<file path="src/rtl/add_recover_pkg.sv">
// Shared definitions for the add_operand_recover block.
// Holds the FSM state encoding and the default addend width.
// The encoding 2'd3 is unused and is treated as IDLE by the FSM.
package add_recover_pkg;

  localparam int DEFAULT_WIDTH = 4;

  localparam logic [1:0] IDLE = 2'd0;
  localparam logic [1:0] RUN  = 2'd1;
  localparam logic [1:0] DONE = 2'd2;

endpackage

</file>
<file path="src/rtl/full_sub_bit.sv">
// One-bit full subtractor: computes x - y - bin.
// Ports:
//   x    - minuend bit
//   y    - subtrahend bit
//   bin  - borrow in
//   d    - difference bit
//   bout - borrow out
module full_sub_bit (
  input  logic x,
  input  logic y,
  input  logic bin,
  output logic d,
  output logic bout
);

  assign d    = x ^ y ^ bin;
  // A borrow is needed when y exceeds x, or when x equals y and a borrow is pending.
  assign bout = (~x & y) | (~(x ^ y) & bin);

endmodule

</file>
<file path="src/rtl/add_operand_recover.sv">
// Bit-serial recovery of an adder operand: b = sum - a.
// The subtraction runs LSB first through one full_sub_bit and a borrow flop,
// taking WIDTH+1 steps, and is framed by a start/busy/done handshake.
// Ports:
//   clk   - system clock, rising edge
//   rst   - synchronous active-high reset
//   start - request, accepted only in IDLE
//   sum   - WIDTH+1 bit minuend, sampled on the accept edge
//   a     - WIDTH bit known addend, sampled on the accept edge
//   busy  - high in RUN and DONE
//   done  - one-cycle pulse when b and err are updated
//   b     - recovered addend (low WIDTH bits of the difference)
//   err   - high when the result does not fit in WIDTH bits
module add_operand_recover
  import add_recover_pkg::*;
#(
  parameter int WIDTH = DEFAULT_WIDTH
) (
  input  logic             clk,
  input  logic             rst,
  input  logic             start,
  input  logic [WIDTH:0]   sum,
  input  logic [WIDTH-1:0] a,
  output logic             busy,
  output logic             done,
  output logic [WIDTH-1:0] b,
  output logic             err
);

  // Counter must hold values 0..WIDTH.
  localparam int CW = $clog2(WIDTH + 2);

  logic [1:0]       state;
  logic [1:0]       next_state;
  logic             busy_next;
  logic             done_next;

  logic [WIDTH:0]   x_sr;
  logic [WIDTH:0]   y_sr;
  // Holds the low WIDTH difference bits; the final (MSB) bit is consumed
  // directly from the subtractor on the last step.
  logic [WIDTH-1:0] res;
  logic [CW-1:0]    cnt;
  logic             borrow;

  logic             bit_d;
  logic             bit_bout;
  logic             last_step;

  full_sub_bit u_full_sub_bit (
    .x    (x_sr[0]),
    .y    (y_sr[0]),
    .bin  (borrow),
    .d    (bit_d),
    .bout (bit_bout)
  );

  assign last_step = (cnt == CW'(WIDTH));

  // State register and registered handshake outputs.
  always_ff @(posedge clk) begin
    if (rst) begin
      state <= IDLE;
      busy  <= 1'b0;
      done  <= 1'b0;
    end else begin
      state <= next_state;
      busy  <= busy_next;
      done  <= done_next;
    end
  end

  // Next-state decode; the unused encoding falls back to IDLE.
  always_comb begin
    next_state = IDLE;
    case (state)
      IDLE: begin
        if (start) begin
          next_state = RUN;
        end else begin
          next_state = IDLE;
        end
      end
      RUN: begin
        if (last_step) begin
          next_state = DONE;
        end else begin
          next_state = RUN;
        end
      end
      DONE:    next_state = IDLE;
      default: next_state = IDLE;
    endcase
  end

  // Output decode from the next state so busy/done can be registered.
  always_comb begin
    busy_next = 1'b0;
    done_next = 1'b0;
    case (next_state)
      RUN: begin
        busy_next = 1'b1;
        done_next = 1'b0;
      end
      DONE: begin
        busy_next = 1'b1;
        done_next = 1'b1;
      end
      default: begin
        busy_next = 1'b0;
        done_next = 1'b0;
      end
    endcase
  end

  // Serial datapath: operand load, one subtract step per RUN cycle, result capture.
  always_ff @(posedge clk) begin
    if (rst) begin
      x_sr   <= '0;
      y_sr   <= '0;
      res    <= '0;
      cnt    <= '0;
      borrow <= 1'b0;
      b      <= '0;
      err    <= 1'b0;
    end else begin
      case (state)
        IDLE: begin
          if (start) begin
            x_sr   <= sum;
            y_sr   <= {1'b0, a};
            borrow <= 1'b0;
            cnt    <= '0;
          end
        end
        RUN: begin
          x_sr   <= {1'b0, x_sr[WIDTH:1]};
          y_sr   <= {1'b0, y_sr[WIDTH:1]};
          borrow <= bit_bout;
          res    <= {bit_d, res[WIDTH-1:1]};
          cnt    <= cnt + CW'(1);
          if (last_step) begin
            // res already holds diff[WIDTH-1:0]; bit_d is diff[WIDTH].
            b   <= res;
            err <= bit_bout | bit_d;
          end
        end
        default: begin
          // DONE and unused states leave the datapath untouched.
        end
      endcase
    end
  end

endmodule

</file>
<file path="config.mk">
export PLATFORM = sky130hd
export DESIGN_NAME = add_operand_recover
export DESIGN_NICKNAME = d
export VERILOG_FILES = /design/src/rtl/add_recover_pkg.sv /design/src/rtl/full_sub_bit.sv /design/src/rtl/add_operand_recover.sv
export SDC_FILE = /design/constraint.sdc
export NUM_CORES = 1
export LEC_CHECK = 0
export CAP_MARGIN = 20
export CORE_MARGIN = 2
export CORE_UTILIZATION = 54
export CTS_CLUSTER_SIZE = 24
export DETAILED_ROUTE_END_ITERATION = 12
export DONT_BUFFER_PORTS = 1
export HOLD_SLACK_MARGIN = 0.08
export PLACE_DENSITY = 0.72
export SYNTH_ARGS = -nofsm -noshare
export SYNTH_HDL_FRONTEND = slang
export SYNTH_HIERARCHICAL = 1
export SYNTH_SLANG_ARGS = --single-unit
</file>
<file path="constraint.sdc">
create_clock -name clk -period 1.38 [get_ports clk]
set_input_delay 0.069 -clock clk [delete_from_list [all_inputs] [get_ports clk]]
set_output_delay 0.069 -clock clk [all_outputs]
set_load 0.02 [all_outputs]
</file>
# Word-level counts from Yosys, hierarchy flattened
# Index checks and enable logic that the tools add are counted.
[op_classes] n_addsub=1 multipliers=0 n_div=0 magnitude_cmp=0 n_eq_ne=5 n_shift=0 muxes=13 bitwise=8 n_reduce_logical=5
[ops] operator="one-hot mux 5 bit (2 select lines)" n=2
[ops] operator="2-to-1 mux 5 bit" n=2
[ops] operator="one-hot mux 3 bit (2 select lines)" n=1
[ops] operator="== test 2 x 1 -> 1 bit, second input constant" n=2
[ops] operator="2-to-1 mux 1 bit" n=4
[ops] operator="one-hot mux 2 bit (2 select lines)" n=1
[ops] operator="AND reduction 2 bit" n=2
[ops] operator="adder 3 x 1 -> 3 bit, second input constant" n=1
[ops] operator="== test 3 bit, second input constant" n=1
[ops] operator="2-to-1 mux 3 bit" n=1
[ops] operator="bitwise AND 1 bit" n=2
[ops] operator="== test 2 bit, second input constant" n=1
[ops] operator="logical NOT 2 bit" n=1
[ops] operator="2-to-1 mux 2 bit" n=1
[ops] operator="inequality test 2 bit, second input constant" n=1
[ops] operator="NOT 1 bit" n=2
[ops] operator="bitwise OR 1 bit" n=2
[ops] operator="one-hot mux 1 bit (2 select lines)" n=1
[ops] operator="nonzero test 2 bit" n=1
[ops] operator="OR reduction 2 bit" n=1
[ops] operator="bitwise XOR 1 bit" n=2
[totals] reg_bits=27 latchBits=0 ram_bits=0 rom_bits=0 inputBits=12 output_inout_bits=7 elab_cells=42 mem_count=0

# Depth between registers and ports, before layout
[logic_depth] ltp_word=6 mapped_depth=6 ltp_nobuf=5

# Cells and area by module
# The synthesis kept the hierarchy.
[modules_own_cells] module="add_operand_recover" n_inst=1 cells_per_inst=108 area_each_um2=1058.5 seq_area_each_um2=520.5
[modules_own_cells] module="full_sub_bit" n_inst=1 cells_per_inst=4 area_each_um2=31.3 seq_area_each_um2=0.0

# Worst setup path before layout
# Ideal clock, no wire load.
[synth_timing] kind="reg2reg" from="reg cnt[0]" to="reg busy" setup_ps=126 arrival_time_ps=1184 required_ps=1254 slack_ps=70 path_stages_with_launch=7 path_buffers=1 period_less_slack_ps=1310 cell_sequence="dfxtp_1 > inv_1 > ha_1 > and4b_1 > buf_6 > ha_1 > nor2_1"
[synth_via] elab_chain_cells=6 word_cells_on_any_way=7 classes_between="3 x eq/ne; 3 x mux; 1 x reduce/logical"
[synth_lines] item="start, declared" line_no="add_operand_recover.sv:43" text="logic [CW-1:0] cnt;"
[synth_lines] item="start signal, assigned" line_no="add_operand_recover.sv:141" text="cnt <= cnt + CW'(1);"
[synth_lines] item="== test 3 bit *" line_no="add_operand_recover.sv:58" text="assign last_step = (cnt == CW'(WIDTH));"
[synth_lines] item="2-to-1 mux 2 bit *" line_no="add_operand_recover.sv:85" text="if (last_step) begin"
[synth_lines] item="one-hot mux 2 bit (2 select lines) *" line_no="add_operand_recover.sv:76" text="case (state)"
[synth_lines] item="named net next_state[1]" line_no="add_operand_recover.sv:34" text="logic [1:0] next_state;"
[synth_lines] item="== test 2 bit or == test 2 x 1 -> 1 bit (tied branches)" line_no="add_operand_recover.sv:100" text="case (next_state)"
[synth_lines] item="OR reduction 2 bit (no source line) *"
[synth_lines] item="2-to-1 mux 1 bit *" line_no="add_operand_recover.sv:100"
[synth_lines] item="end signal, assigned" line_no="add_operand_recover.sv:68" text="busy <= busy_next;"
[synth_lines] item="end, declared" line_no="add_operand_recover.sv:24" text="output logic busy,"
# The timed path passes the listed nets; every way through them passes the cells marked *.
# A chain may end at the register's enable or synchronous reset.

# Worst setup path after layout
[layout_timing] from="reg cnt[0]" to="reg b[3]"
[layout_via] elab_chain_cells=2
[layout_lines] item="== test 3 bit" line_no="add_operand_recover.sv:58"
[layout_lines] item="AND reduction 2 bit (no source line)"
[layout_lines] item="end signal, assigned" line_no="add_operand_recover.sv:144" text="b <= res;"
[layout_lines] item="end, declared" line_no="add_operand_recover.sv:26" text="output logic [WIDTH-1:0] b,"
# No other way between the ends.

==> run_results.csv <==
group,metric,value,unit
drt,num_vias,753,
synth,async_flop_share,0,
clock_network,clock_path_buffers,2,
grt,use_met1,0.1847,
critical_path,r2r_cells,6,
min_path,hold_end,"cnt[0]",
critical_path,slowest_stage,"dfxtp_2",
synth,ys_types,22,
critical_path,path_cells,"inv_2, ha_2, and4b_1, buf_6, mux2i_1, nor2_1",
grt,top_usage_layer,"met2",
grt,groute.layer.met3.usage,0.04601,
grt,grt_use_met2,0.2671,
critical_path,regToRegSetupSlack,0.1,ns
sta,skew,0.007208,ns
synth,yosys_warnings,6,
critical_path,crit_path_max_incr_delay,0.35,ns
drt,drc,0,
drt,dr.first_iter.drc_count,13,
clock_network,clk_pin_slew,0.14,ns
sta,tightest_slew,0.2556,ns
sta,rsz0062_at_grt,"false",
synth,synthCells,112,
power_and_ir_drop,power,1.458,mW
min_path,hp-class,"input port to flop",
synth,synth.net_count,128,
synth,ys_seq_elements,26,
synth,yosysMostFrequentCell,"dfxtp_1",
clock_network,cts-root-buf,"clkbuf_4",
placed_design,dp.cells,137,
synth,synth_top_area_cell,"dfxtp_1",
sta,fin_hold_ws,-0.2194,ns
run,drv_cap,0,
floorplanning,dieWidth,48.93,um
floorplanning,ios,19,
sta,fin_crit_sh,0.9283,
clock_network,h-tree-depth,1,
floorplanning,initial_core_util,0.5612,
floorplanning,dieArea,2394,um2
power_and_ir_drop,power.density,1226,nW/um2
synth,synthTopCellsByArea,"dfxtp_1, mux2i_1, nor2_1",
synth,synth_edf_count,0,
min_path,min_from,"rst",
power_and_ir_drop,p_leak,0.4752,nW
clock_network,cts_sinks,26,
sta,hold_viol,26,
grt,gr-total-overflow,0,
critical_path,cp_data_required_time,1.62,ns
placed_design,dp_hpwl,1208,um
synth,syn_area,1090,um2
finish,antennaDiodeCount,0,
critical_path,rr_endpoint,"b[3]",
min_path,whs_path_depth,1,
critical_path,r2r_start,"cnt[0]",
synth,synth_top_area_share,0.4776,
finish,nets,132,
synth,synth_flop_cell,"dfxtp_1",
grt,grt_pass1_vias,701,
critical_path,worst_setup_path_end_kind,"flop",
grt,grt_max_degree,27,
synth,synthTopCellsByCount,"dfxtp_1, nor2_1, mux2i_1",
grt,antenna_found_initial,0,
clock_network,cts-buffers-inserted,3,
sta,setup_viol,0,
synth,seq_area_frac_synth,0.4776,
critical_path,worstPathArrival,1.52,ns
drt,drt-pass1-iter-count,3,
critical_path,start_kind,"flop",
critical_path,worstSetupPathType,"flop to flop",
sta,max_freq,780.6,MHz
critical_path,critPathMaxFanout,7,
sta,fin_crit,1.281,ns
finish,drive_above_1_share,0.1565,
sta,drv_slew,0,
outcome,violations,"negative hold slack",
finish,area_delta_synth_final,9.185,%
floorplanning,coreArea,1942,um2
finish,finalNonFillerCells,142,
clock_network,clock_latency,0.32,ns
grt,gr-usage-all-layers,0.1541,
drt,wl,1724,um
grt,grt_pass1_wl,2918,um
clock_network,cts_tree,"built",
placed_design,gp_congestion,0.8106,
outcome,status,"finished, violations left",
drt,wire_per_inst,12.14,um
floorplanning,die_h,48.93,um
power_and_ir_drop,ir_drop,0.0006414,V
drt,vias_per_cell,5.303,
sta,fin_tns_setup,0,ns
floorplanning,num_rows,16,
sta,relSlewSlack,0.8292,
drt,route.antenna.remaining_nets,0,
synth,syn_avg_cell_area,9.730,um2
placed_design,io_buffers,0,
-- timing repair --
action / CTS / global route
hold endpoints to repair: 26 / 26
gates resized for setup: 0 / 5
endpoints found under the setup margin: 0 / 6
buffers inserted: 0 / 1
-- layout by cell type, fill, tap and decap left out, drive strengths merged --
master,instances
mux2i,11
ha,3
o21bai,1
a31o,1
buf,6
nor2b,3
nand2,9
inv,5
nor3b,2
and2b,1
fa,1
a211oi,9
o21ai,1
and4b,1
nand2b,2
clkbuf,3
a22oi,4
bufinv,1
dfxtp,26
nor2,20
a21oi,5
-- layer usage --
metal | vias up | share of wire
met5 | - | 0
met4 | 0 | 0.0075
met3 | 2 | 0.045
met2 | 13 | 0.45
met1 | 349 | 0.49
li1 | 389 | -
-- logic make-up after synthesis --
kind of cell,after synthesis,synth area share
and+or+nand+nor,38,0.1584
DFF,26,0.4776
AOI/OAI and AO/OA,21,0.1447
buffers and inverters,12,0.06544
muxes,11,0.1010
adders and majority gates,4,0.05282
-- power breakdown --
part	switching, mW	internal (mW)	leakage [nW]	total (mW)
Sequential	0.0244	0.785	0.213	0.810
Clock	0.221	0.294	0.0279	0.515
Combinational	0.0674	0.0661	0.234	0.134
-- state kept, by name (all words and copies together) (netlist names), 2 cells and up --
register	cells
b	4
cnt	3
res	4
state	2
x_sr	5
y_sr	4
-- worst max path at each step --
stage | from | endpoint | slack, ns | cells after the start
global placement | y_sr[0] | err | 0.11 | 4
detailed placement | cnt[0] | b[3] | 0.05 | 6
finish | cnt[0] | b[3] | 0.1 | 6
CTS | cnt[0] | b[2] | 0.02 | 6
floorplan | cnt[0] | busy | 0.07 | 6
global route | cnt[0] | b[0] | 0.01 | 6
-- critical path: cells and delay by family, from the launching register on --
kind / cells / cell delay, ns
fa+ha+maj: 1 / 0.17
mux: 1 / 0.18
buf+inv: 2 / 0.20
flops: 1 / 0.35
simple gates: 2 / 0.29
-- cell type report --
type	count	area (um2)
Inverter	5	18.77
Clock inverter	1	30.03
Multi-Input combinational cell	74	500.5
Clock buffer	3	22.52
Tap cell	27	33.78
Timing Repair Buffer	6	61.31
Fill cell	164	752.0
Sequential cell	26	523.0
-- through the flow --
step	instance area (um2)	hold slack, ns	utilization	setup slack [ns]
CTS	1174	-0.2213	0.6044	0.02074
floorplan	1090	0.2173	-	0.06963
finish	1190	-0.2194	0.6128	0.09893
detailed placement	1121	0.1390	0.5773	0.04872
global route	1190	-0.2410	0.6128	0.01476
global placement	1121	0.1386	0.5773	0.1132
Power figures use the tool's default switching activity.
